===== src/rtl/cpu_step_ctrl.sv =====
// Run/halt/single-step controller: debounces STEP and RUN buttons on a strobe
// derived from clk_d and produces a glitch-free clock-enable for the core.
`timescale 1ns/1ps
module cpu_step_ctrl #(
  parameter int DEB_CNT = 4,
  parameter int CNT_W   = 16
) (
  input  logic             clk,
  input  logic             reset,
  input  logic             clk_d,
  input  logic             btn_step,
  input  logic             btn_run,
  input  logic             halt_req,
  output logic             cpu_en,
  output logic             running,
  output logic             halted,
  output logic [CNT_W-1:0] step_count,
  output logic             sample_tick
);

  // state | meaning
  // HALT  | core stopped, waiting for a RUN or STEP press
  // STEP  | single enable cycle, always returns to HALT
  // RUN   | core enabled continuously until halt_req or RUN press
  localparam logic [2:0] S_HALT = 3'b001;
  localparam logic [2:0] S_STEP = 3'b010;
  localparam logic [2:0] S_RUN  = 3'b100;

  localparam logic [3:0] DEB_LAST = 4'(DEB_CNT - 1);

  logic             r_clkd_s1, r_clkd_s2, r_clkd_dly, r_tick;
  logic [1:0]       r_btn_s1, r_btn_s2;
  logic [1:0]       r_deb, r_deb_q, r_press;
  logic [3:0]       r_deb_cnt [2];
  logic [2:0]       r_state, w_state_nxt;
  logic [CNT_W-1:0] r_step_cnt;
  logic             w_step_press, w_run_press;

  always_ff @(posedge clk or posedge reset) begin
    if (reset) begin
      r_clkd_s1  <= 1'b0;
      r_clkd_s2  <= 1'b0;
      r_clkd_dly <= 1'b0;
      r_tick     <= 1'b0;
    end else begin
      r_clkd_s1  <= clk_d;
      r_clkd_s2  <= r_clkd_s1;
      r_clkd_dly <= r_clkd_s2;
      r_tick     <= r_clkd_s2 & ~r_clkd_dly;
    end
  end

  // Bit 0 is STEP, bit 1 is RUN; both buttons share the same debounce logic.
  always_ff @(posedge clk or posedge reset) begin
    if (reset) begin
      r_btn_s1     <= 2'b00;
      r_btn_s2     <= 2'b00;
      r_deb        <= 2'b00;
      r_deb_q      <= 2'b00;
      r_press      <= 2'b00;
      r_deb_cnt[0] <= 4'd0;
      r_deb_cnt[1] <= 4'd0;
    end else begin
      r_btn_s1 <= {btn_run, btn_step};
      r_btn_s2 <= r_btn_s1;
      r_deb_q  <= r_deb;
      r_press  <= r_deb & ~r_deb_q;
      if (r_tick) begin
        for (int i = 0; i < 2; i++) begin
          if (r_btn_s2[i] != r_deb[i]) begin
            if (r_deb_cnt[i] == DEB_LAST) begin
              r_deb[i]     <= ~r_deb[i];
              r_deb_cnt[i] <= 4'd0;
            end else begin
              r_deb_cnt[i] <= r_deb_cnt[i] + 4'd1;
            end
          end else begin
            r_deb_cnt[i] <= 4'd0;
          end
        end
      end
    end
  end

  assign w_step_press = r_press[0];
  assign w_run_press  = r_press[1];

  always_comb begin
    w_state_nxt = r_state;
    case (r_state)
      S_HALT: begin
        if (w_run_press)       w_state_nxt = S_RUN;
        else if (w_step_press) w_state_nxt = S_STEP;
      end
      S_STEP: w_state_nxt = S_HALT;
      S_RUN: begin
        if (halt_req || w_run_press) w_state_nxt = S_HALT;
      end
      default: w_state_nxt = S_HALT;
    endcase
  end

  always_ff @(posedge clk or posedge reset) begin
    if (reset) r_state <= S_HALT;
    else       r_state <= w_state_nxt;
  end

  // One-hot state: every output is a single flop bit, so no decode glitches.
  assign cpu_en  = ~r_state[0];
  assign running = r_state[2];
  assign halted  = r_state[0];

  always_ff @(posedge clk or posedge reset) begin
    if (reset)       r_step_cnt <= '0;
    else if (cpu_en) r_step_cnt <= r_step_cnt + CNT_W'(1);
  end

  assign step_count  = r_step_cnt;
  assign sample_tick = r_tick;

endmodule


===== config.mk =====
export PLATFORM = sky130hd
export DESIGN_NAME = cpu_step_ctrl
export DESIGN_NICKNAME = d
export VERILOG_FILES = /design/src/rtl/cpu_step_ctrl.sv
export SDC_FILE = /design/constraint.sdc
export NUM_CORES = 1
export LEC_CHECK = 0
export BUFFER_PORTS_ARGS = -buffer_cell sky130_fd_sc_hd__buf_2
export CORE_ASPECT_RATIO = 0.75
export CORE_MARGIN = 2
export CORE_UTILIZATION = 40
export DETAILED_ROUTE_END_ITERATION = 10
export PLACE_DENSITY_LB_ADDON = 0.25
export SLEW_MARGIN = 0
export SYNTH_ARGS = -nofsm -noshare
export SYNTH_HDL_FRONTEND = slang
export SYNTH_SLANG_ARGS = --single-unit

===== constraint.sdc =====
create_clock -name clk -period 2.7 [get_ports clk]
set_input_delay 0.54 -clock clk [delete_from_list [all_inputs] [get_ports clk]]
set_output_delay 0.54 -clock clk [all_outputs]
set_load 0.02 [all_outputs]

==> results of run 1 <==
-- Yosys cell counts, drive strengths merged --
library cell	count
nand3b	1
nor2	6
a21oi	1
nand3	6
nand2	9
nor3b	2
and3b	1
nand2b	3
o21ai	4
a32o	1
ha	3
inv	7
dfstp	1
o22ai	2
mux2	4
o31ai	2
nor2b	5
and3	2
a22o	1
dfrtp	40
xnor2	7
a31oi	1
nor4	6
xor2	10
nand4b	2
a21boi	1
a21o	1
nor3	4
nand4	4
clkbuf	1
-- final cells by class --
cell class	instances	area share (%)
clock inverter	3	0.886
multi-input combinational	89	32.2
sequential	41	52.0
timing repair buffer	26	6.71
clock buffer	5	3.48
inverter	7	1.33
tap	55	3.48
-- worst reg2reg max path, delay by kind of cell, from the launching register on --
kind / cells / cell delay [ns]
and+or+nand+nor: 2 / 0.54
xor gates and xnor gates: 1 / 0.18
adders and majority gates: 1 / 0.25
DFF: 1 / 0.45
-- worst max path at each step --
stage / from / endpoint / slack (ns)
after floorplan: reset / r_btn_s1[0]$_DFF_PP0_ / 1.22
after global routing: r_state[0]$_DFFE_PP1P_ / cpu_en / 0.94
after CTS: r_state[0]$_DFFE_PP1P_ / cpu_en / 0.99
final: r_state[0]$_DFFE_PP1P_ / cpu_en / 1.00
after global placement: step_count[0]$_DFFE_PP0N_ / step_count[12]$_DFFE_PP0N_ / 1.29
after detailed placement: step_count[0]$_DFFE_PP0N_ / step_count[12]$_DFFE_PP0N_ / 1.24
-- layer usage --
layer  up-vias  part of all wire (%)
li1        542                     -
met1       579                    50
met2        27                    44
met3         4                   4.9
met4         0                  0.61
met5         -                     0
-- placed cells by master, fill, tap and decap left out, drive strengths merged, types with 2 or more instances in the layout --
master,instances
nand4b,2
o22ai,2
xnor2,7
clkinv,2
xor2,10
nand2b,3
nand2,9
nor3b,2
dfrtp,40
and3,2
nor4,6
clkbuf,5
nor2,6
o31ai,2
o21ai,4
inv,7
ha,3
mux2,4
buf,26
nand3,6
nor3,4
nor2b,5
nand4,4
-- power groups by stage --
stage | Clock [uW] | Combinational, uW | Sequential (uW)
2_1_floorplan | 0 | 235 | 930
3_5_place_dp | 0 | 409 | 896
6_report | 386 | 405 | 883
3_3_place_gp | 0 | 390 | 886
5_1_grt | 421 | 448 | 907
4_1_cts | 399 | 411 | 883
-- cell families after synthesis --
kind of cell / count (synthesis) / share of synthesized area, %
DFF: 41 / 60.7
xor gates and xnor gates: 17 / 8.80
buffers and inverters: 8 / 1.77
muxes: 4 / 2.66
AOI/OAI and AO/OA: 14 / 5.47
and+or+nand+nor: 51 / 18.4
adders and majority gates: 3 / 2.22
-- stage by stage --
step | total power [uW] | cells
2_1_floorplan | 1160 | 138
3_3_place_gp | 1280 | 218
3_5_place_dp | 1300 | 218
4_1_cts | 1690 | 226
5_1_grt | 1780 | 226
6_report | 1670 | 226
-- registers in the layout, indices dropped and copies added, names as in the netlist --
signal and flops:
r_clkd_s2 1, r_deb 2, r_btn_s1 2, r_clkd_s1 1, r_deb_cnt 8, r_deb_q 2, r_clkd_dly 1, step_count 16
r_press 2, sample_tick 1, r_state 3, r_btn_s2 2
==> metrics list, run 1 <==
- The run finished with clean final reports.
- Setup Total Neg Slack: 0 ns
- Fillcell total: 385
- For this run, the total global-route usage over all layers was measured as a little over an eighth.
- Via density per instance: slightly above 5
* Reg2Reg Capture Point: step_count[12]$_DFFE_PP0N_
* Number of antenna cells inserted: 0
* FF-to-FF Start: step_count[0]$_DFFE_PP0N_
- Final critical-path share of the clock period: 62.9%
* Combinational share of power: ~24%
* Final Hold Vio Count: 0
- Number of ports placed on the die boundary: 26
- CTS H-Tree Depth: 2
* Clock latency of the later-clocked register in the worst-skew pair: between 0.2 and 0.3 ns
- The detailed router finished its first iteration with 65 violations.
- Most utilized layer in the global route result: met1
- Root Driver: sky130_fd_sc_hd__clkbuf_8
- Quantity of gates resized following cts: 0
* Area taken by flip-flops and latches: 1030 um2
* Total of endpoints with negative setup slack in the final report: 0
- In this run the register-to-register setup slack is ~1.2 ns.
* Final Util: 48.8%
* Setup crit start kind: flop
- After detailed placement, the total cell area comes to roughly 1900 um2.
* Area fraction of the dominant cell type after synthesis: between 50% and 60%
- Path length in cells of the critical path: 2
- Starting Density: 41.8%
* Clock network fraction of design power: a little under a quarter
- For the worst setup path, the data required time is approximately 2.2 ns.
* Final max-slew violation count: 0
* Arrival time at the worst endpoint: 1.16 ns
- Int Pwr: around 1100 uW
- Kind of capture point of the worst setup path: primary output
- Via count of the routed design: 1152
* Syn Area/Cell: around 12 um2
- Final weighted congestion in routability-driven placement: approximately 0.9
- Antenna violations before repair: 0
- Number of register bits inferred by synthesis: 41
- Unrepaired setup endpoints after global routing: false
- Path category of the worst min-delay check: flop to flop
* Setup ws final: 1.00 ns
- Worst Hold Margin: between 0.3 and 0.4 ns
- Post-CTS setup-driven buffer insertion count: 0
* IO Port Bufs: 25
- Minimum clock period after layout: approximately 1.7 ns
* YS warnings: 0
- Die X: slightly below 80 um
* Logic depth of the worst register-to-register path: 4
- Top cell family by delay on the critical path: flip-flops
- In the global route stage, met1 resource usage came out at roughly a fifth.
- The finished cells cover slightly below 2000 um2.
* Area of the multi-input gates: 636 um2
- Synthesis produced a netlist with a net count of ~150.
* Sequential Power Share: 52.8%
* Maximum VDD drop: a little under 0.0004 V
* Power density cells: 846 nW/um2
* Area of the die: ~4800 um2
- TritonCTS buffer count: 5
* Dominant cells by area after synthesis: sky130_fd_sc_hd__dfrtp_1, sky130_fd_sc_hd__xor2_1, sky130_fd_sc_hd__xnor2_1
- Number of standard-cell rows in the floorplan: 20
- Largest net degree at the start of global routing: 42
* First-pass iteration count of the detailed router: 4
- The post-route netlist has 24.6% of its cells at a drive strength greater than 1.
- Critical path buffer and inverter count: 2
* Critical Path Slowest Stage Cell: sky130_fd_sc_hd__dfstp_2
- Chip Height: roughly 60 um
- In this run, post-CTS hold repair placed 0 buffers.
- Delay of the slowest cell on the worst path: 0.61 ns
- Maximum achievable frequency: between 500 and 600 MHz
- Summed over all nets, the switching power comes to between 500 and 600 uW.
- Switching share of power: approximately 34%
- The net count of the finished layout is between 150 and 200.
* TritonCTS clock tree: yes
- Sum of routed wire length over all layers: approximately 3.1 mm
* Layout overhead on the synthesized area: 16.8%
- For this run, global-route usage on met2 was measured as between 10% and 20%.
- Along the worst path, the maximum fanout reaches 9.
- Synthesis produced between 100 and 150 cells.
* Post-DRT Antenna Nets: 0
- Clock Skew: 0.00783 ns
* GRT overflow: 0
* Avg WL per Cell: around 14 um
- In the global route stage, met3 resource usage came out at approximately 4.8%.
* Register clock-pin slew on the reported worst setup and hold paths: around 0.080 ns
- Worst slack, placed: roughly 1.2 ns
- Leakage: slightly below 0.001 uW
- Kind of critical path: flop to primary output
* DRC viols: 0
- After synthesis the cells add up to between 1500 and 2000 um2.
- Slew HR: between 60% and 70%
- Vias in the first global route: roughly 1000
- Buffer depth of the longest clock path: 2
- sky130_fd_sc_hd__dfrtp_1 takes more of the synthesized area than any other cell.
* Register area share after synthesis: 60.7%
* Count of distinct cell types in the synthesized netlist: 32
- # clock sinks: a little over 40
* Actual transition at the worst max-transition pin: 0.509 ns
- Along the worst hold path, the cell count comes to 0.
- The path with the worst hold slack has its endpoint at r_btn_s2[0]$_DFF_PP0_.
- Hold path startpoint: r_btn_s1[0]$_DFF_PP0_
- Core area: about 4100 um2
- The wire-length estimate of the detail-placed layout is 2.20 mm.
- Max-cap check violation count: 0
- Sequence of cells on the critical path: inv_1 > buf_2
- The first global-routing pass estimated between 4 and 5 mm of wire.
(Power assumes the default switching activity.)
==> run 2, diff against run 1 <==
==> constraint.sdc (replaced) <==
create_clock -name clk -period 1.5 [get_ports clk]
set_input_delay 0.3 -clock clk [delete_from_list [all_inputs] [get_ports clk]]
set_output_delay 0.3 -clock clk [all_outputs]
set_load 0.02 [all_outputs]
==> metrics list, run 2 (same netlist as run 1, synthesis figures left out) <==
- Outcome: finished clean (unchanged)
* Post-route insts no fill: 232 (was 226)
- Setup crit start kind: flop (unchanged)
- The portion of total power attributed to combinational logic came to 25.9% (was 24.2%).
* Final Hold Vio Count: 0 (unchanged)
- The number of top-level design ports is 26 (unchanged).
* Net load switching power: 1030 uW (was 572 uW)
- The classification of the worst-slack hold path is primary input to async pin (was flop to flop).
- Arrival time at the worst endpoint: 1.14 ns (was 1.16 ns)
* CTS H-Tree Depth: 2 (unchanged)
- Sum of routed wire length over all layers: 3.19 mm (was 3.13 mm)
* Antenna violations before repair: 0 (unchanged)
* Slew HR: 70.1% (was 66.0%)
* First-pass iteration count of the detailed router: 4 (unchanged)
- The number of placement rows was 20 (unchanged).
- The setup-violating endpoint count in the final report came to 0 (unchanged).
- Area of the multi-input gates: 662 um2 (was 636 um2)
* Post-DRT Antenna Nets: 0 (unchanged)
* # clock sinks: 41 (unchanged)
* Core area: 4050 um2 (unchanged)
- Buffer depth of the longest clock path: 2 (unchanged)
- The part of the power in registers came to 47.1% (was 52.8%).
- Leading cell type in the layout, fill and taps excluded: sky130_fd_sc_hd__dfrtp_1 (unchanged)
- Kind of capture point of the worst setup path: primary output (unchanged)
- The count of port buffers added during placement came to 25 (unchanged).
- The detailed placer's ending HPWL was 2.22 mm (was 2.20 mm).
- Max Fanout on Critical Path: 7 (was 9)
- The number of global-route vias before repair was 1116 (was 1048).
- The static power due to leakage is 0.00105 uW (was 0.000994 uW).
* Maximum VDD drop: 0.000931 V (was 0.000384 V)
- The internal power summed over all cells is 2290 uW (was 1100 uW).
- The number of remaining DRC errors is 0 (unchanged).
* Worst Hold Margin: 0.0606 ns (was 0.348 ns)
- The number of cells in the design after placement is 221 (was 218).
- The cell with the biggest individual delay on the critical path is sky130_fd_sc_hd__dfstp_2 (unchanged).
* Avg WL per Cell: 13.7 um (was 13.9 um)
- Top cell family by delay on the critical path: flip-flops (unchanged)
- Chip Height: 60.3 um (unchanged)
* Quantity of hold-fixing buffers added after cts: 0 (unchanged)
* Clock Skew: 0.00796 ns (was 0.00783 ns)
- Register clock-pin slew on the reported worst setup and hold paths: 0.08 ns (about the same)
* GRT overflow: 0 (unchanged)
- The classification of the worst setup path is flop to primary output (unchanged).
- The number of filler cells placed in the layout is 376 (was 385).
* Minimum clock period after layout: around 1.4 ns
* Required time reported for the critical path endpoint: 1.20 ns (was 2.16 ns)
- The global-route wire length before repair is 5.18 mm (was 4.89 mm).
- Sequence of cells on the critical path: buf_6 > inv_1 > buf_6 (was inv_1 > buf_2).
- The number of flip-flops in the largest register came to 16 (unchanged).
- TritonCTS buffer count: 5 (unchanged)
- The layout cell share with drive strength beyond 1 came to 29.9% (was 24.6%).
- The via count came to 1186 (was 1152).
* Largest net degree at the start of global routing: 42 (unchanged)
* Final max-slew violation count: 0 (unchanged)
- Layout overhead on the synthesized area: 24.2% (was 16.8%)
- The routability congestion estimate is 0.891 (was 0.903).
- Final net count: 185 (was 179)
- The clock insertion delay at the later pin of the skew report was 0.28 ns (was 0.29 ns).
* Commonest cells after routing, fill and taps aside: sky130_fd_sc_hd__dfrtp_1, sky130_fd_sc_hd__buf_2, sky130_fd_sc_hd__xor2_1 (unchanged)
- The storage element area is 1030 um2 (about the same).
- After layout, the worst path uses a little over nine tenths of the clock period.
* Maximum achievable frequency: slightly below 700 MHz
- The fraction of the core area covered by cells at the end of the flow came to 51.9% (was 48.8%).
- TritonCTS clock tree: yes (unchanged)
- The horizontal die dimension came to 79.1 um (unchanged).
* Delay of the slowest cell on the worst path: 0.55 ns (was 0.61 ns)
- Via density per instance: 5.11 (was 5.10)
- Actual transition at the worst max-transition pin: 0.445 ns (was 0.509 ns)
- The clock share of power is 27.0% (was 23.0%).
- The clock root buffer master was sky130_fd_sc_hd__clkbuf_8 (unchanged).
- Max-cap check violation count: 0 (unchanged)
- Area of the die: 4770 um2 (unchanged)
- The power density normalized to cell area came to 1580 nW/um2 (was 846 nW/um2).
- Number of antenna cells inserted: 0 (unchanged)
- The initial core utilization was 41.8% (unchanged).
* Crit path top cell by count: sky130_fd_sc_hd__buf_6
- The worst path buffer plus inverter count is 3 (was 2).
- The global-route total usage across every layer was 14.4% (was 13.7%).
- Switching share of power: 31.0% (was 34.2%)
- Iteration-0 DRC count of the detailed router: 81 (was 65)
==> run 2: cell count changes in the layout (fill, tap and decap cells not counted), sizes merged <==
cell,before,now
buf,26,32
clkbuf,5,7
clkinv,2,0
bufinv,0,1
clkinvlp,1,0
==> run 2: worst min-delay path, stage by stage <==
cell,delay (ns)
sky130_fd_sc_hd__buf_2,0.10
sky130_fd_sc_hd__inv_1,0.08
sky130_fd_sc_hd__buf_12,0.23
==> run 2: path summary, 6_finish.rpt <==
check                           slack [ns]                       from  depth (start not counted)                    endpoint
worst max-delay path                  0.06     r_state[0]$_DFFE_PP1P_                          3                      cpu_en
worst min-delay path                  0.06                      reset                          3         r_clkd_s1$_DFF_PP0_
worst max register to register        0.07  step_count[1]$_DFFE_PP0N_                          4  step_count[10]$_DFFE_PP0N_
worst min register to register        0.36      r_btn_s1[0]$_DFF_PP0_                          0       r_btn_s2[0]$_DFF_PP0_
max in group asynchronous             1.18                      reset                          3      r_state[0]$_DFFE_PP1P_
min in group clk                      0.12                   btn_step                          1       r_btn_s1[0]$_DFF_PP0_
==> run 2: area by class of cell <==
type	instances	area share (%)
clock buffer	7	4.11
inverter	7	1.25
tap	55	3.27
timing repair buffer	32	9.52
multi-input combinational	89	31.5
clock inverter	1	1.43
sequential	41	48.9
==> run 2: layer usage <==
metal  share of wire [%]  GRT usage (%)  vias to the layer above
li1                    -              -                      564
met1                  50           20.3                      596
met2                  44           20.5                       21
met3                 5.2           5.21                        5
met4                0.97           5.91                        0
met5                   0              0                        -
==> run 2: what timing repair did <==
| action | CTS | global route |
|---|---|---|
| setup buffers | 1 | 2 |
| resized for setup | 3 | 6 |
| setup endpoints to repair | 2 | 5 |
| pin swaps | 0 | 1 |
==> run 2: power by group through the flow <==
stage                     logic [uW]  registers (uW)  clock network [uW]
after floorplan                  422            1670                   0
after global placement           768            1570                   0
after detailed placement         797            1580                   0
after CTS                        821            1560                 936
after global routing             958            1600                 990
final                            861            1560                 896
==> run 2: through the flow <==
stage | worst slack [ns] | setup TNS [ns] | power (uW) | instance area [um2]
global placement | 0.126 | 0 | 2340 | 1930
finish | 0.0624 | 0 | 3320 | 2100
CTS | 0.000418 | 0 | 3310 | 2060
detailed placement | -0.0210 | -0.0210 | 2380 | 1930
global route | -0.0130 | -0.0162 | 3550 | 2100
floorplan | 0.0534 | 0 | 2100 | 1690
==> run 3, diff against run 2 <==
--- a/config.mk
+++ b/config.mk
@@ -7,10 +7,10 @@
 export LEC_CHECK = 0
 export BUFFER_PORTS_ARGS = -buffer_cell sky130_fd_sc_hd__buf_2
 export CORE_ASPECT_RATIO = 0.75
-export CORE_MARGIN = 2
 export CORE_UTILIZATION = 40
 export DETAILED_ROUTE_END_ITERATION = 10
 export PLACE_DENSITY_LB_ADDON = 0.25
+export REMOVE_ABC_BUFFERS = 1
 export SLEW_MARGIN = 0
 export SYNTH_ARGS = -nofsm -noshare
 export SYNTH_HDL_FRONTEND = slang
==> constraint.sdc (replaced) <==
create_clock -name clk -period 1.5 [get_ports clk]
set_input_delay 0.3 -clock clk [delete_from_list [all_inputs] [get_ports clk]]
set_output_delay 0.3 -clock clk [all_outputs]
set_load 0.01 [all_outputs]
==> metrics list, run 3 (same netlist as run 1, synthesis figures left out) <==
- Most utilized layer in the global route result: met1 (was met2)
- The number of max-slew violations in the final report is 0 (unchanged).
- Root Driver: sky130_fd_sc_hd__clkbuf_8 (unchanged)
* GRT overflow: 0 (unchanged)
* First-pass iteration count of the detailed router: 4 (unchanged)
- The setup slack of the critical path after layout was 0.0667 ns (was 0.0624 ns).
- Cell area after placement: 1920 um2 (was 1930 um2)
- Path category of the worst min-delay check: primary input to async pin (unchanged)
- Quantity of hold-fixing buffers added after cts: 0 (unchanged)
- Leakage: 0.00103 uW (was 0.00105 uW)
* Number of ports placed on the die boundary: 26 (unchanged)
- Antenna violations before repair: 0 (unchanged)
* Core area: 4050 um2 (unchanged)
* Detailed placer's ending HPWL: 2.16 mm (was 2.22 mm)
- The arrival time at the worst endpoint is 1.13 ns (was 1.14 ns).
- The setup slack on the worst flop-to-flop path came to 0.12 ns (was 0.07 ns).
* Post-DRT Antenna Nets: 0 (unchanged)
- Outcome: finished clean (unchanged).
- The power density normalized to cell area was 1550 nW/um2 (was 1580 nW/um2).
- Launch point of the worst path: r_state[0]$_DFFE_PP1P_ (unchanged)
- Number of standard-cell rows in the floorplan: 20 (unchanged)
* Flip-flop count of the largest register, all copies and words added: 16 (unchanged)
* Post-route cell area: 2060 um2 (was 2100 um2)
- Die X: 77.1 um (was 79.1 um)
- The CTS clock-pin slew for the worst setup and hold paths was 0.08 ns (about the same).
- Final net count: 182 (was 185)
- Via count of the routed design: 1137 (was 1186)
- Met2 demand-to-capacity share in global routing: 20.5% (about the same)
* Max-cap check violation count: 0 (unchanged)
- The initial core utilization came to 41.8% (unchanged).
* Combined global-route utilization of all metal layers: 14.6% (was 14.4%)
* Final Hold Vio Count: 0 (unchanged)
* Met3 routing resource usage after global routing: 4.34% (was 5.21%)
* Reg2Reg Capture Point: r_deb[0]$_DFFE_PP0P_ (was step_count[10]$_DFFE_PP0N_)
* # clock sinks: 41 (unchanged)
* Setup Total Neg Slack: 0 ns (unchanged)
- Avg WL per Cell: 13.3 um (was 13.7 um)
* Fraction of final layout cells sized beyond drive strength 1: 27.0% (was 29.9%)
* Minimum clock period after layout: 1.43 ns (was 1.44 ns)
- Logic depth of the worst register-to-register path: 4 (unchanged)
* Worst slack, placed: -0.0434 ns (was -0.0210 ns)
- The destination of the critical timing path is cpu_en (unchanged).
* Vias in the first global route: 1027 (was 1116)
- FF-to-FF Start: r_deb_cnt[4]$_DFFE_PP0P_ (was step_count[1]$_DFFE_PP0N_)
- The maximum clock rate came to 698 MHz (was 696 MHz).
* Via density per instance: 4.97 (was 5.11)
- Commonest cells after routing, fill and taps aside: sky130_fd_sc_hd__dfrtp_1, sky130_fd_sc_hd__buf_2, sky130_fd_sc_hd__xor2_1 (unchanged)
- The classification of the worst setup path is flop to primary output (unchanged).
* Setup crit start kind: flop (unchanged)
- IO Port Bufs: 25 (unchanged)
* Actual transition at the worst max-transition pin: 0.429 ns (was 0.445 ns)
* Final weighted congestion in routability-driven placement: 0.846 (was 0.891)
- The number of buffers inserted during clock tree synthesis was 5 (unchanged).
- The total detailed-routing wirelength is 3.05 mm (was 3.19 mm).
* Maximum VDD drop: 0.000661 V (was 0.000931 V)
- The most common library cell in the layout ignoring fill and taps is sky130_fd_sc_hd__dfrtp_1 (unchanged).
* Unrepaired setup endpoints after global routing: false
* First-pass GRT wire length: 4.94 mm (was 5.18 mm)
* Required time reported for the critical path endpoint: 1.20 ns (about the same)
- Total of endpoints with negative setup slack in the final report: 0 (unchanged)
- The largest net degree at the start of global routing came to 42 (unchanged).
* Max Fanout on Critical Path: 9 (was 7)
- The total die area came to 4500 um2 (was 4770 um2).
* Kind of capture point of the worst setup path: primary output (unchanged)
- The depth of the CTS H-tree was 2 (unchanged).
* DRC viols: 0 (unchanged)
- Clock latency of the later-clocked register in the worst-skew pair: 0.29 ns (was 0.28 ns)
- The part of the cycle the worst path needs was 95.6% (was 95.8%).
* Layout overhead on the synthesized area: 21.4% (was 24.2%)
- The number of buffers on the longest clock path came to 2 (unchanged).
- The largest clock skew in the final design was 0.00498 ns (was 0.00796 ns).
- The final antenna diode count came to 0 (unchanged).
- The TritonCTS clock tree is yes (unchanged).
- The chip height is 58.3 um (was 60.3 um).
* Iteration-0 DRC count of the detailed router: 104 (was 81)
- The met1 layer usage reported by global route was 20.6% (was 20.3%).
- Slew HR: 71.2% (was 70.1%)
-- run 3: changes by cell type in the layout (fill, tap and decap cells not counted) --
cell | previous run | this run
sky130_fd_sc_hd__buf_6 | 2 | 0
sky130_fd_sc_hd__ha_1 | 2 | 3
sky130_fd_sc_hd__buf_4 | 5 | 3
sky130_fd_sc_hd__nor4_1 | 3 | 4
sky130_fd_sc_hd__buf_2 | 24 | 25
sky130_fd_sc_hd__nor3b_2 | 1 | 0
sky130_fd_sc_hd__ha_2 | 1 | 0
sky130_fd_sc_hd__nor4_2 | 3 | 2
sky130_fd_sc_hd__nor3b_1 | 1 | 2
-- run 3: repair_timing --
| item | CTS | global route |
|---|---|---|
| setup buffers | 1 | 0 |
| endpoints found under the setup margin | 2 | 2 |
| gates resized for setup | 3 | 0 |
| hold endpoints to repair | 0 | 0 |
| pin swaps | 0 | 2 |
-- run 3: worst min-delay path by stage --
stage                               start                   endpoint  slack, ns  cells after the start
floorplan           r_btn_s1[0]$_DFF_PP0_      r_btn_s2[0]$_DFF_PP0_       0.33                      0
global placement    r_btn_s1[1]$_DFF_PP0_      r_btn_s2[1]$_DFF_PP0_       0.33                      0
detailed placement  r_btn_s1[1]$_DFF_PP0_      r_btn_s2[1]$_DFF_PP0_       0.33                      0
CTS                                 reset        r_clkd_s1$_DFF_PP0_       0.05                      3
global route                        reset   r_deb_cnt[1]$_DFFE_PP0P_       0.07                      3
finish                              reset  step_count[5]$_DFFE_PP0N_       0.05                      3
-- run 3: cell type report --
class                   instances  area [um2]
flip-flops and latches         41        1030
multi-input cells              89         648
well taps                      55        68.8
inverters                       7        26.3
clock buffers                   7        86.3
repair buffers                 29         168
fillers                       388        2000
clock inverters                 1        30.0
-- run 3: where the power goes --
part           internal, uW  total (uW)  switching (uW)
clock network           543         906             364
logic                   349         689             340
registers              1340        1590             254
total                  2230        3190             957
-- run 3: worst max-delay path: stages, from the launching register on --
cell and delay [ns]:
sky130_fd_sc_hd__dfstp_2 0.61, sky130_fd_sc_hd__inv_1 0.09, sky130_fd_sc_hd__buf_2 0.14
-- run 3: per-stage QoR --
| step | hold WS [ns] | utilization (%) | total power (uW) | std cells |
|---|---|---|---|---|
| floorplan | 0.331 | - | 2020 | 137 |
| global placement | 0.333 | 47.3 | 2220 | 220 |
| detailed placement | 0.335 | 47.3 | 2290 | 220 |
| CTS | 0.0540 | 50.7 | 3220 | 229 |
| global route | 0.0744 | 50.7 | 3380 | 229 |
| finish | 0.0528 | 50.7 | 3190 | 229 |
-- run 3: per-layer routing --
metal  up-vias  part of all wire (%)  routed length, um
li1        548                     -                  -
met1       562                    48               1470
met2        23                    46               1400
met3         4                   4.6                139
met4         0                   1.1                 33
met5         -                     0                  0
